**src/rtl/core_lsu.sv**
```systemverilog
// rtl/core_lsu.sv - load/store unit: request/grant/response data bus, lane alignment, load extension, faults
module core_lsu #(
    parameter int TIMEOUT = 255,
    parameter int TO_W    = 8
) (
    input  logic        clk,
    input  logic        rst_n,
    input  logic        req_valid_in,
    output logic        req_ready_out,
    input  logic        we_in,
    input  logic [2:0]  funct3_in,
    input  logic [31:0] addr_in,
    input  logic [31:0] wdata_in,
    input  logic [4:0]  rd_in,
    input  logic        flush_in,
    output logic        mem_req_out,
    output logic        mem_we_out,
    output logic [31:0] mem_addr_out,
    output logic [3:0]  mem_be_out,
    output logic [31:0] mem_wdata_out,
    input  logic        mem_gnt_in,
    input  logic        mem_rvalid_in,
    input  logic [31:0] mem_rdata_in,
    output logic        wb_valid_out,
    output logic [4:0]  wb_rd_out,
    output logic [31:0] wb_data_out,
    output logic        fault_out,
    output logic [1:0]  fault_cause_out,
    output logic [31:0] fault_addr_out
);

    typedef enum logic [1:0] {IDLE, REQ, WAIT} state_t;

    localparam bit              TO_EN   = (TIMEOUT != 0);
    localparam logic [TO_W-1:0] TO_LAST = (TIMEOUT == 0) ? '0 : TO_W'(TIMEOUT - 1);

    state_t          state;
    logic [TO_W-1:0] to_cnt;
    logic            kill;
    logic            op_we;
    logic [2:0]      op_f3;
    logic [31:0]     op_addr;
    logic [4:0]      op_rd;

    logic            accept;
    logic            illegal;
    logic            misaligned;
    logic [3:0]      be_n;
    logic [31:0]     wdata_n;
    logic [31:0]     shifted;
    logic [31:0]     ld_data;
    logic            to_hit;

    assign req_ready_out = (state == IDLE);
    assign accept        = req_valid_in && (state == IDLE) && !flush_in;
    assign to_hit        = TO_EN && (to_cnt == TO_LAST);

    always_comb begin
        illegal    = 1'b0;
        misaligned = 1'b0;
        be_n       = 4'hF;
        wdata_n    = 32'h0;
        if (we_in)
            illegal = funct3_in[2] || (funct3_in[1:0] == 2'b11);
        else
            illegal = (funct3_in[1:0] == 2'b11) || (funct3_in[2:1] == 2'b11);
        misaligned = ((funct3_in[1:0] == 2'b01) && addr_in[0]) ||
                     ((funct3_in[1:0] == 2'b10) && (addr_in[1:0] != 2'b00));
        if (we_in) begin
            case (funct3_in[1:0])
                2'b00: begin
                    be_n    = 4'b0001 << addr_in[1:0];
                    wdata_n = {4{wdata_in[7:0]}};
                end
                2'b01: begin
                    be_n    = addr_in[1] ? 4'b1100 : 4'b0011;
                    wdata_n = {2{wdata_in[15:0]}};
                end
                default: begin
                    be_n    = 4'hF;
                    wdata_n = wdata_in;
                end
            endcase
        end
    end

    always_comb begin
        shifted = mem_rdata_in >> {op_addr[1:0], 3'b000};
        case (op_f3)
            3'b000:  ld_data = {{24{shifted[7]}}, shifted[7:0]};
            3'b001:  ld_data = {{16{shifted[15]}}, shifted[15:0]};
            3'b100:  ld_data = {24'h0, shifted[7:0]};
            3'b101:  ld_data = {16'h0, shifted[15:0]};
            default: ld_data = shifted;
        endcase
    end

    always_ff @(posedge clk or negedge rst_n) begin
        if (!rst_n) begin
            state           <= IDLE;
            to_cnt          <= '0;
            kill            <= 1'b0;
            op_we           <= 1'b0;
            op_f3           <= 3'b000;
            op_addr         <= 32'h0;
            op_rd           <= 5'd0;
            mem_req_out     <= 1'b0;
            mem_we_out      <= 1'b0;
            mem_addr_out    <= 32'h0;
            mem_be_out      <= 4'h0;
            mem_wdata_out   <= 32'h0;
            wb_valid_out    <= 1'b0;
            wb_rd_out       <= 5'd0;
            wb_data_out     <= 32'h0;
            fault_out       <= 1'b0;
            fault_cause_out <= 2'b00;
            fault_addr_out  <= 32'h0;
        end else begin
            wb_valid_out    <= 1'b0;
            wb_rd_out       <= 5'd0;
            wb_data_out     <= 32'h0;
            fault_out       <= 1'b0;
            fault_cause_out <= 2'b00;
            fault_addr_out  <= 32'h0;
            case (state)
                IDLE: begin
                    if (accept) begin
                        if (illegal || misaligned) begin
                            fault_out       <= 1'b1;
                            fault_cause_out <= illegal ? 2'b01 : 2'b00;
                            fault_addr_out  <= addr_in;
                        end else begin
                            state         <= REQ;
                            to_cnt        <= '0;
                            kill          <= 1'b0;
                            op_we         <= we_in;
                            op_f3         <= funct3_in;
                            op_addr       <= addr_in;
                            op_rd         <= rd_in;
                            mem_req_out   <= 1'b1;
                            mem_we_out    <= we_in;
                            mem_addr_out  <= {addr_in[31:2], 2'b00};
                            mem_be_out    <= be_n;
                            mem_wdata_out <= wdata_n;
                        end
                    end
                end
                REQ: begin
                    if (flush_in && !op_we)
                        kill <= 1'b1;
                    // A grant arriving on the limit cycle still wins over the timeout.
                    if (mem_gnt_in || to_hit) begin
                        mem_req_out   <= 1'b0;
                        mem_we_out    <= 1'b0;
                        mem_addr_out  <= 32'h0;
                        mem_be_out    <= 4'h0;
                        mem_wdata_out <= 32'h0;
                        to_cnt        <= '0;
                        if (mem_gnt_in) begin
                            state <= op_we ? IDLE : WAIT;
                        end else begin
                            state           <= IDLE;
                            fault_out       <= 1'b1;
                            fault_cause_out <= 2'b10;
                            fault_addr_out  <= op_addr;
                        end
                    end else begin
                        to_cnt <= to_cnt + 1'b1;
                    end
                end
                WAIT: begin
                    if (flush_in)
                        kill <= 1'b1;
                    if (mem_rvalid_in) begin
                        state <= IDLE;
                        if (!(kill || flush_in)) begin
                            wb_valid_out <= 1'b1;
                            wb_rd_out    <= op_rd;
                            wb_data_out  <= ld_data;
                        end
                    end else if (to_hit) begin
                        state           <= IDLE;
                        fault_out       <= 1'b1;
                        fault_cause_out <= 2'b10;
                        fault_addr_out  <= op_addr;
                    end else begin
                        to_cnt <= to_cnt + 1'b1;
                    end
                end
                default: state <= IDLE;
            endcase
        end
    end

endmodule
```
**config.mk**
```make
export PLATFORM = sky130hd
export DESIGN_NAME = core_lsu
export DESIGN_NICKNAME = d
export VERILOG_FILES = /design/src/rtl/core_lsu.sv
export SDC_FILE = /design/constraint.sdc
export NUM_CORES = 1
export LEC_CHECK = 0
export BUFFER_PORTS_ARGS = -buffer_cell sky130_fd_sc_hd__buf_4
export CAP_MARGIN = 40
export CORE_ASPECT_RATIO = 1.5
export CORE_UTILIZATION = 52
export CTS_CLUSTER_DIAMETER = 40
export CTS_CLUSTER_SIZE = 10
export DETAILED_ROUTE_END_ITERATION = 12
export GPL_ROUTABILITY_DRIVEN = 1
export PLACE_DENSITY_LB_ADDON = 0.2
export RECOVER_POWER = 25
export SYNTH_ARGS = -nofsm -noshare
export SYNTH_HDL_FRONTEND = slang
export SYNTH_SLANG_ARGS = --single-unit
```
**constraint.sdc**
```tcl
create_clock -name clk -period 3.4 [get_ports clk]
set_clock_uncertainty 0.05 [all_clocks]
set_input_delay 0.85 -clock clk [delete_from_list [all_inputs] [get_ports clk]]
set_output_delay 0.85 -clock clk [all_outputs]
set_load 0.05 [all_outputs]
```
==> run metrics <==
pin slew with the least headroom to its limit ~1900 ps; Worst Hold Margin between 400 and 500 ps; area growth from synthesis to final layout 32.88%; average routed wire per standard cell approximately 17 um; leading area contributor after synthesis dfrtp_1; worst vdd rail ir drop roughly 0.0006 V; post-synthesis simple-gate area fraction 13.37%; Synth warnings 0; setup-violating endpoint count in the final report 0; number of instances in the synthesized netlist ~740; number of buffers and inverters on the critical path 2; Fill cells 1,193; combinational family with the most area after synthesis compound AO/OA/AOI/OAI gates; total of hold buffers inserted after clock tree synthesis 0; number of cells traversed by the worst register-to-register path 8; Vias 6,524; type of origin of the critical path flop; crit-path most repeated cell inv_1; Largest delay share family, worst path simple AND/OR/NAND/NOR gates; Max H-tree Level 4; synth top area cells dfrtp_1, nand2_1, a22o_1; Setup TNS 0 ps; pins over their slew limit 78; average cell area after synthesis 11.36 um^2; Port Buffer Count 252; failing checks max-capacitance violations, max-slew violations; arrival time of the worst setup path 2910 ps; area fraction in compound gates after synthesis 14.09%; vertical extent of the die about 160 um; hold violation total from the final report 0; Vias per Instance roughly 5.5; Detailed Place HPWL 14,770 um; period utilisation layout 76.46%; count of distinct cell types in the synthesized netlist 46; number of optimization iterations in the first detailed-route pass 5; series of cell instances along the critical path inv_1 -> ha_1 -> nand2b_1 -> or3b_2 -> inv_1 -> nand3b_1 -> nor2_1 -> a21o_1; antenna violations before repair 0; wire length of the first global-routing pass 33,400 um; Clock Sink Count 193; clock insertion delay at the later pin of the skew report 420 ps; area share of the largest cell type after synthesis a little under 60%; Max Root-Sink Buffers 2; netlist area before placement 8376 um^2; routed wire length 20,870 um; RSZ-0062 raised after global routing false; adder and majority cell fraction of the synthesized area 1.046%; endpoint type of the worst setup path flop; status finished, violations left; Maximum Capacitance Violations 1; maximum cell stage delay along the critical path 650 ps; total setup buffers inserted after CTS 0; most frequent cells after synthesis dfrtp_1, nand2_1, a22o_1; Residual DRC 0; critical setup path kind flop to flop; number of diodes 0; post-cts sizing count 0; count of flip-flops with a built-in enable after synthesis 0; portion of netlist area occupied by mux cells a little over a tenth; dominant register cell in the synthesized netlist dfrtp_1; hold depth 2; Worst path slowest cell or3b_2; remaining number of nets flagged by the antenna check after routing 0; maximum clock frequency between 300 and 400 MHz; min Tclk post-route 2600 ps; Die Span X 105.6 um; Req. time, crit path 3710 ps; flip-flop and latch count after synthesis just under 200; tightest slew margin relative to the limit -27.26%; fraction of final layout cells with drive strength greater than 1 35.69%; I/O Pins 255; final design utilization 70.91%; Detailed Route Iter0 Violations 337; Placed Instances 1,163; Clock transition at path regs 70 ps; number of global-route vias before repair 6,486; maximum fanout along the worst path 19; Total Nets Final roughly 1,100; Core Rows 56; GRT Residual Overflow 0; Pleak 0.005725 uW; RePlAce Congestion 0.7856; power density over the cells approximately 880 nW/um^2; die area ~17,000 um^2; clock tree from TritonCTS done; maximum number of pins on one net before global-route repair 79; share of async-settable or async-resettable flops after synthesis 100.0%; filler-free cell count of the finished design 1,195; dominant cell by count in the synthesized netlist dfrtp_1; CTS buffer count 17; post-synthesis share of cell area spent on xor and xnor gates 0%; CTS root buf clkbuf_16; count of cell instances traversed by the critical path 8; post-synthesis sequential area ratio roughly 58%; core area 15,700 um^2; Total Routing Usage GR a little over a quarter; starting utilization of the core area ~53%; Tightest Hold Check Type flop to flop
==> final timing paths <==
path	from	end	slack [ps]
worst max-delay path	state[0]	wb_data_out[24]	800
min in group asynchronous	rst_n	wb_data_out[21]	910
worst min register to register	op_rd[4]	op_rd[4]	420
worst min-delay path	op_rd[4]	op_rd[4]	420
worst max register to register	state[0]	wb_data_out[24]	800
max in group asynchronous	rst_n	wb_data_out[7]	1110
==> worst register-to-register path, stage by stage (launching register included) <==
cell and delay, ps:
dfrtp_1 440, inv_1 110, ha_1 250, nand2b_1 90
or3b_2 650, inv_1 210, nand3b_1 110, nor2_1 430
a21o_1 200
==> sequential cells by signal, summed over array words and instances, names as in the netlist <==
signal,count
kill,1
wb_valid_out,1
to_cnt,8
wb_rd_out,5
op_rd,5
mem_be_out,4
op_f3,3
mem_we_out,1
fault_addr_out,32
op_addr,32
mem_wdata_out,32
mem_req_out,1
wb_data_out,32
fault_cause_out,2
mem_addr_out,30
op_we,1
state,2
fault_out,1
==> logic make-up (layout without fill, tap and decap cells) <==
group,count (synthesis),count (layout)
fa+ha+maj,7,7
mux,82,82
buf+inv,60,314
other cells,1,2
compound gates,156,156
simple gates,238,238
flops,193,193
==> metal layers <==
layer  global-route usage (%)  vias up  wire length, um  share of wire (%)
met3                    6.253       31             1446                6.9
met4                    8.929        0              420                2.0
li1                         -     3048                -                  -
met5                        0        -                0                  0
met1                    31.31     3189             8095                 39
met2                    45.86      256            10910                 52
==> layout make-up <==
type / instances / area [um^2] / area share (%)
Clock inverter: 14 / 190.2 / 1.709
Clock buffer: 18 / 439.2 / 3.946
Sequential cell: 193 / 4830 / 43.40
Tap cell: 203 / 254.0 / 2.282
Inverter: 9 / 33.78 / 0.3035
Multi-Input combinational cell: 485 / 3298 / 29.63
Timing Repair Buffer: 273 / 2085 / 18.73
==> cells in the final DEF (no fill, tap or decap), types with 3 or more instances in the layout <==
cell / netlist / final
mux2_2: 37 / 37
nor4_1: 3 / 3
a211oi_1: 15 / 15
ha_1: 7 / 7
buf_4: 2 / 269
clkinv_4: 0 / 3
buf_12: 0 / 3
clkbuf_16: 0 / 17
dfrtp_1: 193 / 193
and2_1: 13 / 13
nand2_1: 135 / 135
or2_2: 4 / 4
mux2i_1: 43 / 43
a22o_1: 54 / 54
o21ai_0: 29 / 29
o2bb2ai_1: 17 / 17
nor2b_1: 41 / 41
nor3b_1: 3 / 3
nand3_1: 4 / 4
inv_8: 0 / 4
o211ai_1: 6 / 6
nand3b_1: 4 / 4
a21oi_1: 15 / 14
a21o_1: 10 / 9
inv_1: 9 / 9
nor2_1: 17 / 17
inv_6: 0 / 3
==> stage by stage <==
stage               area, um^2  total power [uW]  setup slack [ps]
floorplan                 8379              6471             503.2
global placement         10500              7681             411.0
detailed placement       10510              7782             370.1
CTS                      11140              9884             793.0
global route             11130             10320             605.5
finish                   11130              9812             800.3
==> power breakdown <==
group          internal [uW]  switching [uW]
clock                   1150             936
combinational           1600            2790
sequential              2930             396
total                   5690            4130
No activity file was read; power rests on OpenSTA's default activity.
